$ cat src/rtl/apb_pkg.sv
// apb_pkg: shared APB requester state, response record and PPROT field constants
package apb_pkg;
    typedef enum logic [1:0] {IDLE, SETUP, ACCESS, RESP} apb_req_state_e;
    localparam int APB_DATA_MAX = 32;
    typedef struct packed {
        logic [APB_DATA_MAX-1:0] rdata;
        logic                    slverr;
        logic                    timeout;
    } apb_rsp_t;
    localparam logic [2:0] PPROT_PRIV   = 3'b001;
    localparam logic [2:0] PPROT_NONSEC = 3'b010;
    localparam logic [2:0] PPROT_INSTR  = 3'b100;
endpackage

$ cat src/rtl/apb_wait_timer.sv
// apb_wait_timer: saturating count of ACCESS wait states, flags when the limit is reached
module apb_wait_timer #(
    parameter int TIMEOUT_CYCLES = 16
) (
    input  logic clk,
    input  logic rst,
    input  logic clear,
    input  logic enable,
    output logic expired
);
    localparam int W = TIMEOUT_CYCLES > 0 ? $clog2(TIMEOUT_CYCLES + 1) : 1;
    localparam logic [W-1:0] LIMIT = W'(TIMEOUT_CYCLES);
    logic [W-1:0] count;
    always_ff @(posedge clk) begin
        if (rst || clear) count <= '0;
        else if (enable && count != LIMIT) count <= count + 1'b1;
    end
    assign expired = TIMEOUT_CYCLES != 0 && count == LIMIT;
endmodule

$ cat src/rtl/apb_requester.sv
// apb_requester: single-outstanding APB4 requester bridging a valid/ready command/response port
module apb_requester
    import apb_pkg::*;
#(
    parameter int ADDR_WIDTH     = 32,
    parameter int DATA_WIDTH     = 32,
    parameter int TIMEOUT_CYCLES = 16
) (
    input  logic                    PCLK,
    input  logic                    PRESET,
    input  logic                    cmd_valid,
    output logic                    cmd_ready,
    input  logic                    cmd_write,
    input  logic [ADDR_WIDTH-1:0]   cmd_addr,
    input  logic [DATA_WIDTH-1:0]   cmd_wdata,
    input  logic [DATA_WIDTH/8-1:0] cmd_strb,
    input  logic [2:0]              cmd_prot,
    output logic                    rsp_valid,
    input  logic                    rsp_ready,
    output logic [DATA_WIDTH-1:0]   rsp_rdata,
    output logic                    rsp_slverr,
    output logic                    rsp_timeout,
    output logic [ADDR_WIDTH-1:0]   PADDR,
    output logic [2:0]              PPROT,
    output logic                    PSEL,
    output logic                    PENABLE,
    output logic                    PWRITE,
    output logic [DATA_WIDTH-1:0]   PWDATA,
    output logic [DATA_WIDTH/8-1:0] PSTRB,
    input  logic                    PREADY,
    input  logic [DATA_WIDTH-1:0]   PRDATA,
    input  logic                    PSLVERR
);
    apb_req_state_e state, state_n;
    apb_rsp_t       rsp_q;
    logic           accept, done, timeout, expired;

    assign accept = state == IDLE && cmd_valid;
    assign done = state == ACCESS && PREADY;
    assign timeout = state == ACCESS && !PREADY && expired;

    apb_wait_timer #(.TIMEOUT_CYCLES(TIMEOUT_CYCLES)) u_timer (
        .clk(PCLK),
        .rst(PRESET),
        .clear(accept),
        .enable(state == ACCESS && !PREADY),
        .expired(expired)
    );

    always_ff @(posedge PCLK) begin
        if (PRESET) state <= IDLE;
        else state <= state_n;
    end

    always_comb begin
        state_n = state;
        state_n = accept ? SETUP :
                  state == SETUP ? ACCESS :
                  (done || timeout) ? RESP :
                  (state == RESP && rsp_ready) ? IDLE : state;
    end

    // Bus fields are captured once at acceptance and then simply held.
    always_ff @(posedge PCLK) begin
        if (PRESET) begin
            PADDR  <= '0;
            PWRITE <= 1'b0;
            PWDATA <= '0;
            PSTRB  <= '0;
            PPROT  <= '0;
            rsp_q  <= '0;
        end else begin
            if (accept) begin
                PADDR  <= cmd_addr;
                PWRITE <= cmd_write;
                PWDATA <= cmd_wdata;
                PSTRB  <= cmd_write ? cmd_strb : '0;
                PPROT  <= cmd_prot;
            end
            if (done) begin
                rsp_q.rdata   <= PWRITE ? '0 : APB_DATA_MAX'(PRDATA);
                rsp_q.slverr  <= PSLVERR;
                rsp_q.timeout <= 1'b0;
            end else if (timeout) begin
                rsp_q.rdata   <= '0;
                rsp_q.slverr  <= 1'b1;
                rsp_q.timeout <= 1'b1;
            end
        end
    end

    assign cmd_ready   = state == IDLE;
    assign PSEL        = state == SETUP || state == ACCESS;
    assign PENABLE     = state == ACCESS;
    assign rsp_valid   = state == RESP;
    assign rsp_rdata   = DATA_WIDTH'(rsp_q.rdata);
    assign rsp_slverr  = rsp_q.slverr;
    assign rsp_timeout = rsp_q.timeout;
endmodule

$ cat config.mk
export PLATFORM = sky130hd
export DESIGN_NAME = apb_requester
export DESIGN_NICKNAME = d
export VERILOG_FILES = /design/src/rtl/apb_pkg.sv /design/src/rtl/apb_wait_timer.sv /design/src/rtl/apb_requester.sv
export SDC_FILE = /design/constraint.sdc
export NUM_CORES = 1
export LEC_CHECK = 0
export ABC_AREA = 1
export CAP_MARGIN = 5
export CORE_MARGIN = 4
export CORE_UTILIZATION = 40
export DETAILED_ROUTE_END_ITERATION = 6
export PLACE_DENSITY = 0.84
export SLEW_MARGIN = 20
export SYNTH_ARGS = -nofsm -noshare
export SYNTH_HDL_FRONTEND = slang
export SYNTH_SLANG_ARGS = --single-unit
export TNS_END_PERCENT = 100
$ cat constraint.sdc
create_clock -name PCLK -period 1.6 [get_ports PCLK]
set_clock_uncertainty 0.05 [all_clocks]
set_input_delay 0.48 -clock PCLK [delete_from_list [all_inputs] [get_ports PCLK]]
set_output_delay 0.48 -clock PCLK [all_outputs]
set_load 0.005 [all_outputs]
==> run summary, run 1 <==
The total clock sinks came out at 113. The initial detailed-routing violation count is 231. Counting instances in the post-synthesis netlist gives the leading cell types as sky130_fd_sc_hd__nor2_1 (138), sky130_fd_sc_hd__dfxtp_1 (113), sky130_fd_sc_hd__o21ai_0 (61). The number of setup violations in the final report is 4. The flow ran to the end, but the final reports show violations. The final reports fail on setup timing. sky130_fd_sc_hd__nor2_1 is the most common cell in the netlist. The final estimated routing congestion in global placement came out at 0.833. The number of fillers in the final layout is 783. The post-synthesis cell area came out at 4460 µm². Dividing the final minimum period by the clock period gives 1.12. The number of global-route vias before repair came out at 4552.

In this run the tightest slew margin relative to its limit is 0.811. The mean cell area of the mapped netlist is 8.56 µm². TritonCTS built the clock tree. The clock tree buffer depth is 2. The final instance area came out at 7620 µm². In this run the power density over the cells is 1130 nW/µm². The number of nets in the layout came out at 905. The net count of the mapped netlist is 637. For this run the aggregate overflow at the end of global routing stands at 0. The arrival time reported for the critical path endpoint is 1.27 ns.

The max-cap check violation count came out at 0. The post-detailed-route via-to-cell ratio came out at 4.81. The root buffer selected by CTS is sky130_fd_sc_hd__clkbuf_8. The worst min-delay path class is input port to flop.

Setup repair after global routing could not meet its margin everywhere. The final core area utilization is 0.700. The global-route wire length before repair is 22100 µm.

The number of antenna violations at the first check in global routing is 0. The number of enable-type register cells in the synthesized netlist is 0. The worst setup path is of the flop to primary output kind. The worst supply voltage drop on vdd is 0.678 mV.

For this run, the total global-route usage over all layers was measured as 0.215. Across all hold checks on the routed design, the worst slack comes to 0.395 ns. The cell area after placement is 6930 µm².

The library cell occupying the most area in the post-synthesis netlist is sky130_fd_sc_hd__dfxtp_1. The floorplan step set the die height to 114 µm. STA puts the critical path data required time at 1.07 ns.

The residual DRC count came out at 0. The width of the chip came out at 114 µm. The TritonCTS buffer count is 17. The post-layout minimum cycle time came out at 1.80 ns.

The I/O pin total is 220. The async set or reset register ratio after synthesis came out at 0. Of the post-synthesis cell area, the dominant cell type holds 0.507.

The most used flip-flop cell after synthesis is sky130_fd_sc_hd__dfxtp_1. After floorplanning, the core was divided into 38 placement rows. The antenna cell count came out at 0. The upper clock frequency limit came out at 556 MHz.

The clock edge transition at the registers on the reported setup and hold paths came out at 0.06 ns. Ranked by total cell area, the synthesized netlist is headed by sky130_fd_sc_hd__dfxtp_1 (51%), sky130_fd_sc_hd__nor2_1 (12%), sky130_fd_sc_hd__nand2_4 (8.1%). The count of synthesis-stage warnings from yosys is 0. The starting utilization of the core area is 0.410. The routed design has 14800 µm of wire. The number of buffer cells added on primary ports came out at 219. The final number of hold-violating endpoints is 0. The final total power is 8.57 mW. The remaining number of nets flagged by the antenna check after routing came out at 0. Compared with the post-synthesis result, the final layout area differs by 70.8%. The worst-margin pin slew came out at 0.284 ns.

The total count of max-transition violations in the final report came to 0. The number of hold buffers added after CTS came out at 0. Counting flops and latches in the post-synthesis netlist gives 113. The highest fanout seen on the critical path is 3. Detailed placement finished with a half-perimeter wire length of 9440 µm. The insertion delay of the later-clocked pin in the worst-skew pair came out at 0.51 ns. The detailed-router iteration count before antenna repair came out at 4. The total number of H-tree levels is 4.

The setup slack of the critical path after layout came out at -0.198 ns. The number of different library cells in the post-synthesis netlist came out at 24. STA classifies the critical path startpoint as a flop.

The share of the Yosys chip area taken by registers is 0.507. The kind of capture point of the worst setup path is a primary output. For this block, the via count after detailed routing is 4517.

The total area inside the core boundary comes to 10900 µm². The leakage dissipation came out at 3.27 nW. The die area is 12900 µm².

The cell count after synthesis came out at 521. Dividing the detail-routed wire length by the instance count gives 15.7 µm. The ratio of cells with drive above 1 in the final layout is 0.451. Entering global routing, the biggest net connects 47 pins.
==> worst max-delay path: stages, from the launching register on <==
cell and delay, ns:
sky130_fd_sc_hd__dfxtp_4 0.38, sky130_fd_sc_hd__inv_4 0.04, sky130_fd_sc_hd__ha_4 0.25, sky130_fd_sc_hd__buf_6 0.09
==> stage by stage <==
| step | TNS, ns | cells | setup slack [ns] |
|---|---|---|---|
| after floorplan | 0 | 521 | 0.117 |
| after global placement | -19.68 | 872 | -0.210 |
| after detailed placement | -21.15 | 872 | -0.239 |
| after CTS | -0.708 | 934 | -0.231 |
| after global routing | -1.15 | 940 | -0.249 |
| final | -0.702 | 940 | -0.198 |
==> logic make-up (layout without fill, tap and decap cells) <==
group	Yosys count	count (layout)	share of synthesized area
and+or+nand+nor	235	235	0.260
AOI/OAI and AO/OA	114	114	0.154
DFF	113	113	0.507
buffers and inverters	51	330	0.0586
adders and majority gates	6	6	0.0168
xor gates and xnor gates	2	2	0.00393
==> timing repair <==
action / 4_1_cts / 5_1_grt
pin swaps: 1 / 5
resized for setup: 373 / 114
endpoints found under the setup margin: 113 / 127
gates cloned: 0 / 3
hold endpoints to repair: 0 / 0
setup buffers: 32 / 3
==> path summary, 6_finish.rpt <==
path                 start       endpoint  slack (ns)  cells past startpoint
hold reg to reg   PSTRB[2]       PSTRB[2]        0.41                      2
hold / removal      PRESET   rsp_rdata[6]        0.40                      3
setup reg to reg  state[1]  rsp_rdata[31]        0.01                     11
setup / recovery  state[1]           PSEL       -0.20                      3
==> cells in the final DEF, fill, tap and decap left out, types with 3 or more instances in the layout <==
cell type,synthesis,final
sky130_fd_sc_hd__a21oi_1,8,6
sky130_fd_sc_hd__a21oi_2,31,33
sky130_fd_sc_hd__buf_12,3,10
sky130_fd_sc_hd__buf_2,11,50
sky130_fd_sc_hd__buf_4,0,45
sky130_fd_sc_hd__buf_6,0,7
sky130_fd_sc_hd__bufinv_16,0,3
sky130_fd_sc_hd__clkbuf_16,0,19
sky130_fd_sc_hd__clkbuf_2,0,40
sky130_fd_sc_hd__clkdlybuf4s15_1,0,9
sky130_fd_sc_hd__clkdlybuf4s15_2,0,8
sky130_fd_sc_hd__clkdlybuf4s50_1,0,108
sky130_fd_sc_hd__clkinv_2,0,4
sky130_fd_sc_hd__clkinvlp_4,0,4
sky130_fd_sc_hd__dfxtp_1,113,27
sky130_fd_sc_hd__dfxtp_2,0,84
sky130_fd_sc_hd__ha_1,6,3
sky130_fd_sc_hd__ha_4,0,3
sky130_fd_sc_hd__inv_1,13,11
sky130_fd_sc_hd__inv_2,5,4
sky130_fd_sc_hd__inv_4,0,3
sky130_fd_sc_hd__nand2_1,55,53
sky130_fd_sc_hd__nand2_4,32,34
sky130_fd_sc_hd__nand3_1,4,4
sky130_fd_sc_hd__nor2_1,138,138
sky130_fd_sc_hd__o21ai_0,61,61
sky130_fd_sc_hd__o21ai_1,14,14
==> state kept, by name, indices dropped and copies added (netlist names) <==
signal	cells
PADDR	32
PWDATA	32
rsp_rdata	32
u_timer.count	5
PSTRB	4
PPROT	3
state	2
PWRITE	1
rsp_slverr	1
rsp_timeout	1
==> per-layer routing <==
metal  GRT usage  vias up  share of wire
met1       0.232     2079           0.39
met3      0.0992       26           0.11
li1            -     2198              -
met4      0.0817        0          0.019
met5           0        -              0
met2       0.367      214           0.48
==> final cells by class <==
class,count,area (µm²),area share
Clock buffer,19,432,0.0567
Inverter,20,90.1,0.0118
Clock inverter,11,140,0.0184
Timing Repair Buffer,280,2400,0.315
Sequential cell,113,2370,0.312
Tap cell,140,175,0.0230
Multi-Input combinational cell,357,2000,0.263
==> power breakdown <==
part | leakage, nW | switching, mW | internal (mW)
Sequential | 0.963 | 0.140 | 3.11
Clock | 0.271 | 1.31 | 2.38
Combinational | 2.03 | 0.774 | 0.858
Total | 3.27 | 2.22 | 6.35
(Power assumes the default switching activity.)
==> run 2, diff against run 1 <==
--- a/config.mk
+++ b/config.mk
@@ -10,6 +10,7 @@
 export CORE_MARGIN = 4
 export CORE_UTILIZATION = 40
 export DETAILED_ROUTE_END_ITERATION = 6
+export GPL_TIMING_DRIVEN = 1
 export PLACE_DENSITY = 0.84
 export SLEW_MARGIN = 20
 export SYNTH_ARGS = -nofsm -noshare
==> results of run 2 <==
Final layout, timing and power as in run 1 (identical DEF).
